--- config.mk ---
export PLATFORM = sky130hd
export DESIGN_NAME = prog_loader
export DESIGN_NICKNAME = d
export VERILOG_FILES = /design/src/rtl/prog_loader.sv
export SDC_FILE = /design/constraint.sdc
export NUM_CORES = 1
export LEC_CHECK = 0
export ABC_CLOCK_PERIOD_IN_PS = 2600
export CAP_MARGIN = 20
export CORE_MARGIN = 8
export CORE_UTILIZATION = 50
export DETAILED_ROUTE_END_ITERATION = 8
export GPL_TIMING_DRIVEN = 0
export PLACE_DENSITY_LB_ADDON = 0.2
export SLEW_MARGIN = 20
export SYNTH_ARGS = -nofsm -noshare
export SYNTH_HDL_FRONTEND = slang
export SYNTH_SLANG_ARGS = --single-unit
--- constraint.sdc ---
create_clock -name clk -period 2.6 [get_ports clk]
set_input_delay 0.26 -clock clk [delete_from_list [all_inputs] [get_ports clk]]
set_output_delay 0.26 -clock clk [all_outputs]
set_load 0.1 [all_outputs]
--- src/rtl/prog_loader.sv ---
`timescale 1ns/1ps
// prog_loader: turns asynchronous front-panel inputs into one-cycle RAM writes and holds the CPU while programming.
// Latency: strobe edge to ram_we_o is SYNC_STAGES+DEBOUNCE_CYCLES+1 cycles; cpu_halt_o follows prog_mode after SYNC_STAGES+1.
// Backpressure: none; a second write needs a debounced release first. Optional PROG_LOADER_AUTO_INC_EN replaces addr_i with an internal pointer.
module prog_loader #(
   parameter int SYNC_STAGES     = 2,
   parameter int DEBOUNCE_CYCLES = 4,
   parameter int ADDR_W          = 4,
   parameter int DATA_W          = 8
) (
   input  logic              clk,
   input  logic              rst_n,
   input  logic              prog_mode_i,
   input  logic [ADDR_W-1:0] addr_i,
   input  logic [DATA_W-1:0] data_i,
   input  logic              wr_strobe_i,
   output logic [ADDR_W-1:0] ram_addr_o,
   output logic [DATA_W-1:0] ram_data_o,
   output logic              ram_we_o,
   output logic              cpu_halt_o,
   output logic              busy_o,
   output logic [4:0]        wr_count_o
);

   localparam int CNT_W = $clog2(DEBOUNCE_CYCLES + 1);
   localparam logic [CNT_W-1:0] CNT_MAX = CNT_W'(DEBOUNCE_CYCLES);

   typedef enum logic [1:0] {IDLE, PRESS, WRITE, RELEASE} state_t;

   state_t           state, state_nxt;
   logic [CNT_W-1:0] cnt, cnt_nxt;

   logic [SYNC_STAGES-1:0] pm_sync;
   logic [SYNC_STAGES-1:0] stb_sync;
   logic [DATA_W-1:0]      data_sync [SYNC_STAGES];
   logic                   pm_s, stb_s, pm_d, pm_rise, capture;

   // Per-bit synchronizers for the control lines and the data bus
   always_ff @(posedge clk or negedge rst_n) begin
      if (!rst_n) begin
         pm_sync  <= '0;
         stb_sync <= '0;
         for (int i = 0; i < SYNC_STAGES; i++) data_sync[i] <= '0;
      end else begin
         pm_sync      <= {pm_sync[SYNC_STAGES-2:0], prog_mode_i};
         stb_sync     <= {stb_sync[SYNC_STAGES-2:0], wr_strobe_i};
         data_sync[0] <= data_i;
         for (int i = 1; i < SYNC_STAGES; i++) data_sync[i] <= data_sync[i-1];
      end
   end

   assign pm_s    = pm_sync[SYNC_STAGES-1];
   assign stb_s   = stb_sync[SYNC_STAGES-1];
   assign pm_rise = pm_s & ~pm_d;
   assign capture = (state == PRESS) && (state_nxt == WRITE);

`ifdef PROG_LOADER_AUTO_INC_EN
   logic [ADDR_W-1:0] ptr;

   // Write pointer: restarts at 0 on every entry into programming mode, advances once per write
   always_ff @(posedge clk or negedge rst_n) begin
      if (!rst_n)              ptr <= '0;
      else if (pm_rise)        ptr <= '0;
      else if (state == WRITE) ptr <= ptr + ADDR_W'(1);
   end

   wire [ADDR_W-1:0] addr_src = ptr;
`else
   logic [ADDR_W-1:0] addr_sync [SYNC_STAGES];

   // Per-bit synchronizer for the address bus
   always_ff @(posedge clk or negedge rst_n) begin
      if (!rst_n) begin
         for (int i = 0; i < SYNC_STAGES; i++) addr_sync[i] <= '0;
      end else begin
         addr_sync[0] <= addr_i;
         for (int i = 1; i < SYNC_STAGES; i++) addr_sync[i] <= addr_sync[i-1];
      end
   end

   wire [ADDR_W-1:0] addr_src = addr_sync[SYNC_STAGES-1];
`endif

   // FSM state and debounce counter registers
   always_ff @(posedge clk or negedge rst_n) begin
      if (!rst_n) begin
         state <= IDLE;
         cnt   <= '0;
      end else begin
         state <= state_nxt;
         cnt   <= cnt_nxt;
      end
   end

   // Next state: debounce press, fire one write, debounce release; losing prog_mode aborts except in WRITE
   always_comb begin
      state_nxt = state;
      cnt_nxt   = cnt;
      case (state)
         IDLE: begin
            if (pm_s && stb_s) begin
               state_nxt = PRESS;
               cnt_nxt   = CNT_W'(1);
            end
         end
         PRESS: begin
            if (!pm_s || !stb_s) begin
               state_nxt = IDLE;
               cnt_nxt   = '0;
            end else if (cnt == CNT_MAX) begin
               state_nxt = WRITE;
               cnt_nxt   = '0;
            end else begin
               cnt_nxt = cnt + CNT_W'(1);
            end
         end
         WRITE: begin
            state_nxt = RELEASE;
            cnt_nxt   = '0;
         end
         RELEASE: begin
            if (!pm_s || cnt == CNT_MAX) begin
               state_nxt = IDLE;
               cnt_nxt   = '0;
            end else if (stb_s) begin
               cnt_nxt = '0;
            end else begin
               cnt_nxt = cnt + CNT_W'(1);
            end
         end
         default: begin
            state_nxt = IDLE;
            cnt_nxt   = '0;
         end
      endcase
   end

   // Decoded outputs: write enable only in WRITE, busy whenever not IDLE
   always_comb begin
      ram_we_o = 1'b0;
      busy_o   = 1'b0;
      if (state == WRITE) ram_we_o = 1'b1;
      if (state != IDLE)  busy_o   = 1'b1;
   end

   // Registered datapath: halt, write capture, and the saturating write counter
   always_ff @(posedge clk or negedge rst_n) begin
      if (!rst_n) begin
         pm_d       <= 1'b0;
         cpu_halt_o <= 1'b0;
         ram_addr_o <= '0;
         ram_data_o <= '0;
         wr_count_o <= '0;
      end else begin
         pm_d       <= pm_s;
         cpu_halt_o <= pm_s | (state != IDLE);
         if (capture) begin
            ram_addr_o <= addr_src;
            ram_data_o <= data_sync[SYNC_STAGES-1];
         end
         if (pm_rise)
            wr_count_o <= '0;
         else if (capture && wr_count_o != 5'd31)
            wr_count_o <= wr_count_o + 5'd1;
      end
   end

endmodule

After elaboration in Yosys (flattened, before gate mapping)
Index checks and enable logic that the tools add are counted.

Divide/modulo/power cells: 0. Equal/unequal tests: 7. Add/sub/neg operators: 2. Multiply operators: 0. Multiplexer cells: 15. Bitwise operators: 3. Reductions and logical operators: 10. Order comparisons: 0. Shift operators: 0.

Operators with widths (number): two-way mux 3 bit (5); one-hot mux 3 bit (4 select lines) (1); two-way mux 5 bit (2); two-way mux 2 bit (4); one-hot mux 2 bit (4 select lines) (1); equality test 2 bit (second input constant) (3); adder 5 x 1 -> 5 bit (second input constant) (1); != test 5 bit (second input constant) (1); nonzero test 2 bit (2); adder 3 x 1 -> 3 bit (second input constant) (1); equality test 3 bit (second input constant) (1); logical AND 1 bit (3); equality test 2 x 1 -> 1 bit (second input constant) (1); zero test 1 bit (2); zero test 2 bit (1); logical OR 1 bit (2); two-way mux 1 bit (2); != test 2 bit (second input constant) (1); AND 1 bit (1); NOT 1 bit (1); bitwise OR 1 bit (1).

Bits in writable memories: 0. Output and inout port bits: 20. Register bits: 52. Memories kept: 0. Latch bits: 0. ROM bits: 0.

Longest topological paths before layout
Word-level depth: 9. Gate-level depth with buffers: 7. Mapped depth without buffers: 6.

Worst setup path before layout
OpenSTA, ideal clock, no wires.

Kind: reg-to-reg. From: register wr_count_o[0]. To: register wr_count_o[3]. Required time: 2.523 ns. Setup time: 0.077 ns. Period minus slack after synthesis: 2.404 ns. Path buffers: 0. Stages on the path, launching flop included: 7. Arrival time: 2.327 ns. Slack: 0.196 ns. Cell sequence: dfrtp_1 > ha_1 > and3_1 > ha_1 > nand3b_1 > or4_1 > a21oi_1.

Longest elaborated chain between the ends: 3. Elaborated cells between the ends (all ways): 6.

Ends and longest elaborated chain: start: declaration (RTL line 22) `output logic [4:0] wr_count_o`; start signal: assignment (RTL line 164) `wr_count_o <= wr_count_o + 5'd1;`; adder 5 x 1 -> 5 bit or != test 5 bit (tied branches) (RTL line 164, 163); two-way mux 5 bit or logical AND 1 bit (tied branches) (RTL line 163) `else if (capture && wr_count_o != 5'd31)`; two-way mux 5 bit or nonzero test 2 bit (tied branches).

Several ways; a longest one is shown, not always the timed one. The select of a mux whose other input is x is not followed. A chain may end at the register's enable or synchronous reset.

Worst setup path in the final report
From: register state[0]. To: output port busy_o.

Longest elaborated chain between the ends: 2.

Ends and longest elaborated chain: start: declaration (RTL line 30) `state_t state, state_nxt;`; start signal: assignment (RTL line 90) `state <= state_nxt;`; nonzero test 2 bit (RTL line 143) `if (state != IDLE) busy_o = 1'b1;`; two-way mux 1 bit (RTL line 143); end: declaration (RTL line 21) `output logic busy_o,`.

Every way passes these cells.

==> Implementation_results.wiki <==
{| class="wikitable"
! Metric !! Value
|-
| Total I/O pin count || 36
|-
| Share of the synthesized netlist area taken by xor and xnor gates || 0.00468
|-
| Critical setup path kind || flip-flop to primary output
|-
| TritonCTS buffer count || 5
|-
| Area growth from synthesis to layout || 28.0%
|-
| Total power per unit cell area || around 660 nW/µm²
|-
| HPWL Detailed || roughly 2.2 mm
|-
| Number of hold violations in the final report || 0
|-
| Fraction of the mapped netlist area in simple logic gates || 0.0802
|-
| Sum of overflow across all layers after global routing || 0
|-
| Height of the die || slightly below 80 µm
|-
| Number of buffers on the longest clock path || 2
|-
| Peak VDD IR || around 480 µV
|-
| R2R cell count || 6
|-
| Register-to-register path setup slack || 480 ps
|-
| Drt drc || 0
|-
| Mean Syn Cell Area || 15.7 µm²
|-
| Final-stage net count || ~180
|-
| Worst Clk Skew || 6.62 ps
|-
| Clock tree sinks || 52
|-
| Die Outline Area || 5960 µm²
|-
| GPL Wtd Cong || just under 0.8
|-
| Fraction of the core area covered by cells at the end of the flow || 0.659
|-
| Path type of the worst min-delay path || flip-flop to flip-flop
|-
| List of cells traversed by the critical path || buf_2 > nor2_1 > inv_1 > clkdlybuf4s50_1
|-
| Post-synthesis cell type with the largest combined area || dfrtp_1
|-
| Crit-path leading delay family || buffers and inverters
|-
| WP depth || 4
|-
| Leading cell types by total area after synthesis || dfrtp_1, mux2_4, ha_1, a21oi_1, mux2_2
|-
| Mux share of post-synthesis cell area || 0.0902
|-
| Post-synthesis instance area || 1870 µm²
|-
| Result of the run || finished, final reports clean
|-
| Post-route cell area || roughly 2400 µm²
|-
| Max-slew headroom || 0.333
|-
| Number of buffer cells added on primary ports || 35
|-
| Total nets after synthesis || roughly 140
|-
| Initial core utilization || 0.515
|-
| Number of vias after detailed routing || around 1100
|-
| Average vias per placed instance || 4.97
|-
| Max-cap violation count || 0
|-
| ANT cells || 0
|-
| Library cell with the highest instance count after synthesis || dfrtp_1
|-
| Number of standard cells after synthesis || about 120
|-
| Buffer cell driving the clock tree root || clkbuf_8
|-
| # rows || 22
|-
| Clock slew at the register clock pins of the worst setup and hold paths || about 90 ps
|-
| Minimum clock period after layout || approximately 2300 ps
|-
| Destination of the critical timing path || busy_o
|-
| Transition time of the tightest slew-check pin || around 1000 ps
|-
| Required @ worst endpoint || roughly 2300 ps
|-
| Crit-path max FO || 10
|-
| Number of flops mapped to enable cells by yosys || 0
|-
| Slowest cell on the critical path || clkdlybuf4s50_1
|-
| Area after DPL || between 2000 and 2500 µm²
|-
| R2r endpoint || wr_count_o[3]
|-
| Share of cells above drive strength 1 || 0.171
|-
| Overall die width || 77.2 µm
|-
| Share of the clock period used by the worst path after layout || 0.902
|-
| Clock tree from TritonCTS || built
|-
| Crit path largest cell delay || 1130 ps
|-
| Sequential area share after synthesis || 0.695
|-
| Total wirelength of the detailed-routed design || 3.09 mm
|-
| Maximum number of pins on one net before global-route repair || 30
|-
| Fraction of post-synthesis cell area in the top cell type by area || 0.695
|-
| Async SR Flop Fraction || 1.00
|-
| Final count of pins violating max slew || 0
|-
| Setup repair after global routing missed its margin || false
|-
| Post-CTS setup repair buffer count || 0
|-
| Maximum operating frequency || 427 MHz
|-
| CP startpoint || state[0]
|-
| Per-cell routed wire length || between 10 and 15 µm
|-
| Combinational family with the most area after synthesis || multiplexers
|-
| Synth top cells by count || dfrtp_1, mux2_4, a21oi_1
|-
| Launching element type of the critical path || flip-flop
|-
| Endpoints failing setup || 0
|-
| Critical path arrival || 2080 ps
|-
| Number of global-route vias before repair || about 1100
|-
| Initial antenna violation count || 0
|-
| DR pass1 iterations || 4
|-
| Post-synthesis register bit count || 52
|-
| H-tree levels || 2
|-
| Buf+Inv Stages, Crit Path || 3
|-
| Clock insertion delay at the later pin of the skew report || roughly 300 ps
|-
| Synth warnings || 0
|-
| First-pass GRT wire length || ~5.3 mm
|-
| Core Box Area || roughly 3600 µm²
|-
| Worst slack at placement || approximately 510 ps
|-
| Number of DRC markers in iteration 0 || 43
|-
| Final antenna-violating net count || 0
|-
| Compound-Gate Fraction of Synth Area || 0.0648
|-
| Aggregate global-route resource usage || 0.110
|-
| Cell variety after synth || 31
|-
| Static power due to leakage || between 1 and 1.5 nW
|-
| Most common flop cell mapped by yosys || dfrtp_1
|-
| Startpoint of the most critical register-to-register path || wr_count_o[0]
|-
| Sort of element at the end of the critical path || primary output
|-
| Min setup slack post-route || approximately 260 ps
|-
| Overall power of the completed layout || 0.00158 W
|-
| Area share of fa/ha/maj cells after synthesis || 0.0267
|}
[metal layers]
metal  wire length (µm)  up-vias  track usage
met1               1360      522        0.129
met3                213        2       0.0571
met4                 14        0       0.0340
met2               1500       30        0.172
met5                  0        -            0
li1                   -      499            -
[registers in the layout, indices dropped and copies added, names as in the netlist]
| register | count |
|---|---|
| state | 2 |
| wr_count_o | 5 |
| pm_sync | 2 |
| cpu_halt_o | 1 |
| data_sync | 16 |
| cnt | 3 |
| pm_d | 1 |
| ram_addr_o | 4 |
| addr_sync | 4 |
| addr_src | 4 |
| stb_sync | 2 |
| ram_data_o | 8 |
[cells by family after synthesis]
family | count (synthesis)
compound gates | 19
xor+xnor | 1
fa+ha+maj | 4
buf+inv | 10
flops | 52
mux | 12
simple gates | 21
[report_power, final]
part	internal, W	switching (W)
logic	0.0000854	0.000178
registers	0.000853	0.0000235
clock network	0.000191	0.000244
[worst min path at each step]
stage | from | end | cells after the start
global placement | data_sync[13] | data_sync[5] | 0
detailed placement | rst_n | cnt[1] | 1
global route | addr_sync[5] | addr_src[1] | 0
CTS | pm_sync[0] | pm_sync[1] | 0
finish | addr_sync[6] | addr_src[2] | 0
floorplan | rst_n | addr_src[0] | 0
[worst register-to-register path: stages, from the launching register on]
cell      delay, ps
dfrtp_1         430
ha_1            230
and3_1          190
ha_1            190
nand3b_1        290
or4_1           530
a21oi_1         190
[layout make-up]
| cell class | instances | area, µm² |
|---|---|---|
| buffer | 5 | 52.6 |
| timing repair buffer | 37 | 375 |
| clock buffer | 6 | 72.6 |
| fill | 270 | 1240 |
| sequential | 52 | 1300 |
| tap | 48 | 60.1 |
| inverter | 5 | 18.8 |
| multi-input combinational | 57 | 499 |
| clock inverter | 2 | 16.3 |
[through the flow]
| stage | instances | hold slack, ps | TNS, ps |
|---|---|---|---|
| CTS | 212 | 358 | 0 |
| global placement | 202 | 331 | -3800 |
| detailed placement | 203 | 278 | 0 |
| global route | 212 | 366 | 0 |
| finish | 212 | 356 | 0 |
| floorplan | 119 | -35.6 | 0 |
[layout by cell type (no fill, tap or decap), types with 2 or more instances in the layout]
master	instances
clkdlybuf4s50_1	34
mux2_4	9
nor2b_1	2
buf_2	3
mux2_2	3
or4_1	2
nand3_1	3
buf_6	2
nand2_1	3
dfrtp_1	52
o21ai_0	3
or3_1	2
o31ai_1	2
buf_12	2
clkbuf_8	5
a21oi_1	8
inv_1	5
ha_1	4
and3_1	2
[repair_timing]
action                                 in CTS  in global routing
endpoints found under the hold margin      23                  0
hold buffers                                1                  0
resized for setup                           0                  0
No activity file was read; power rests on OpenSTA's default activity.
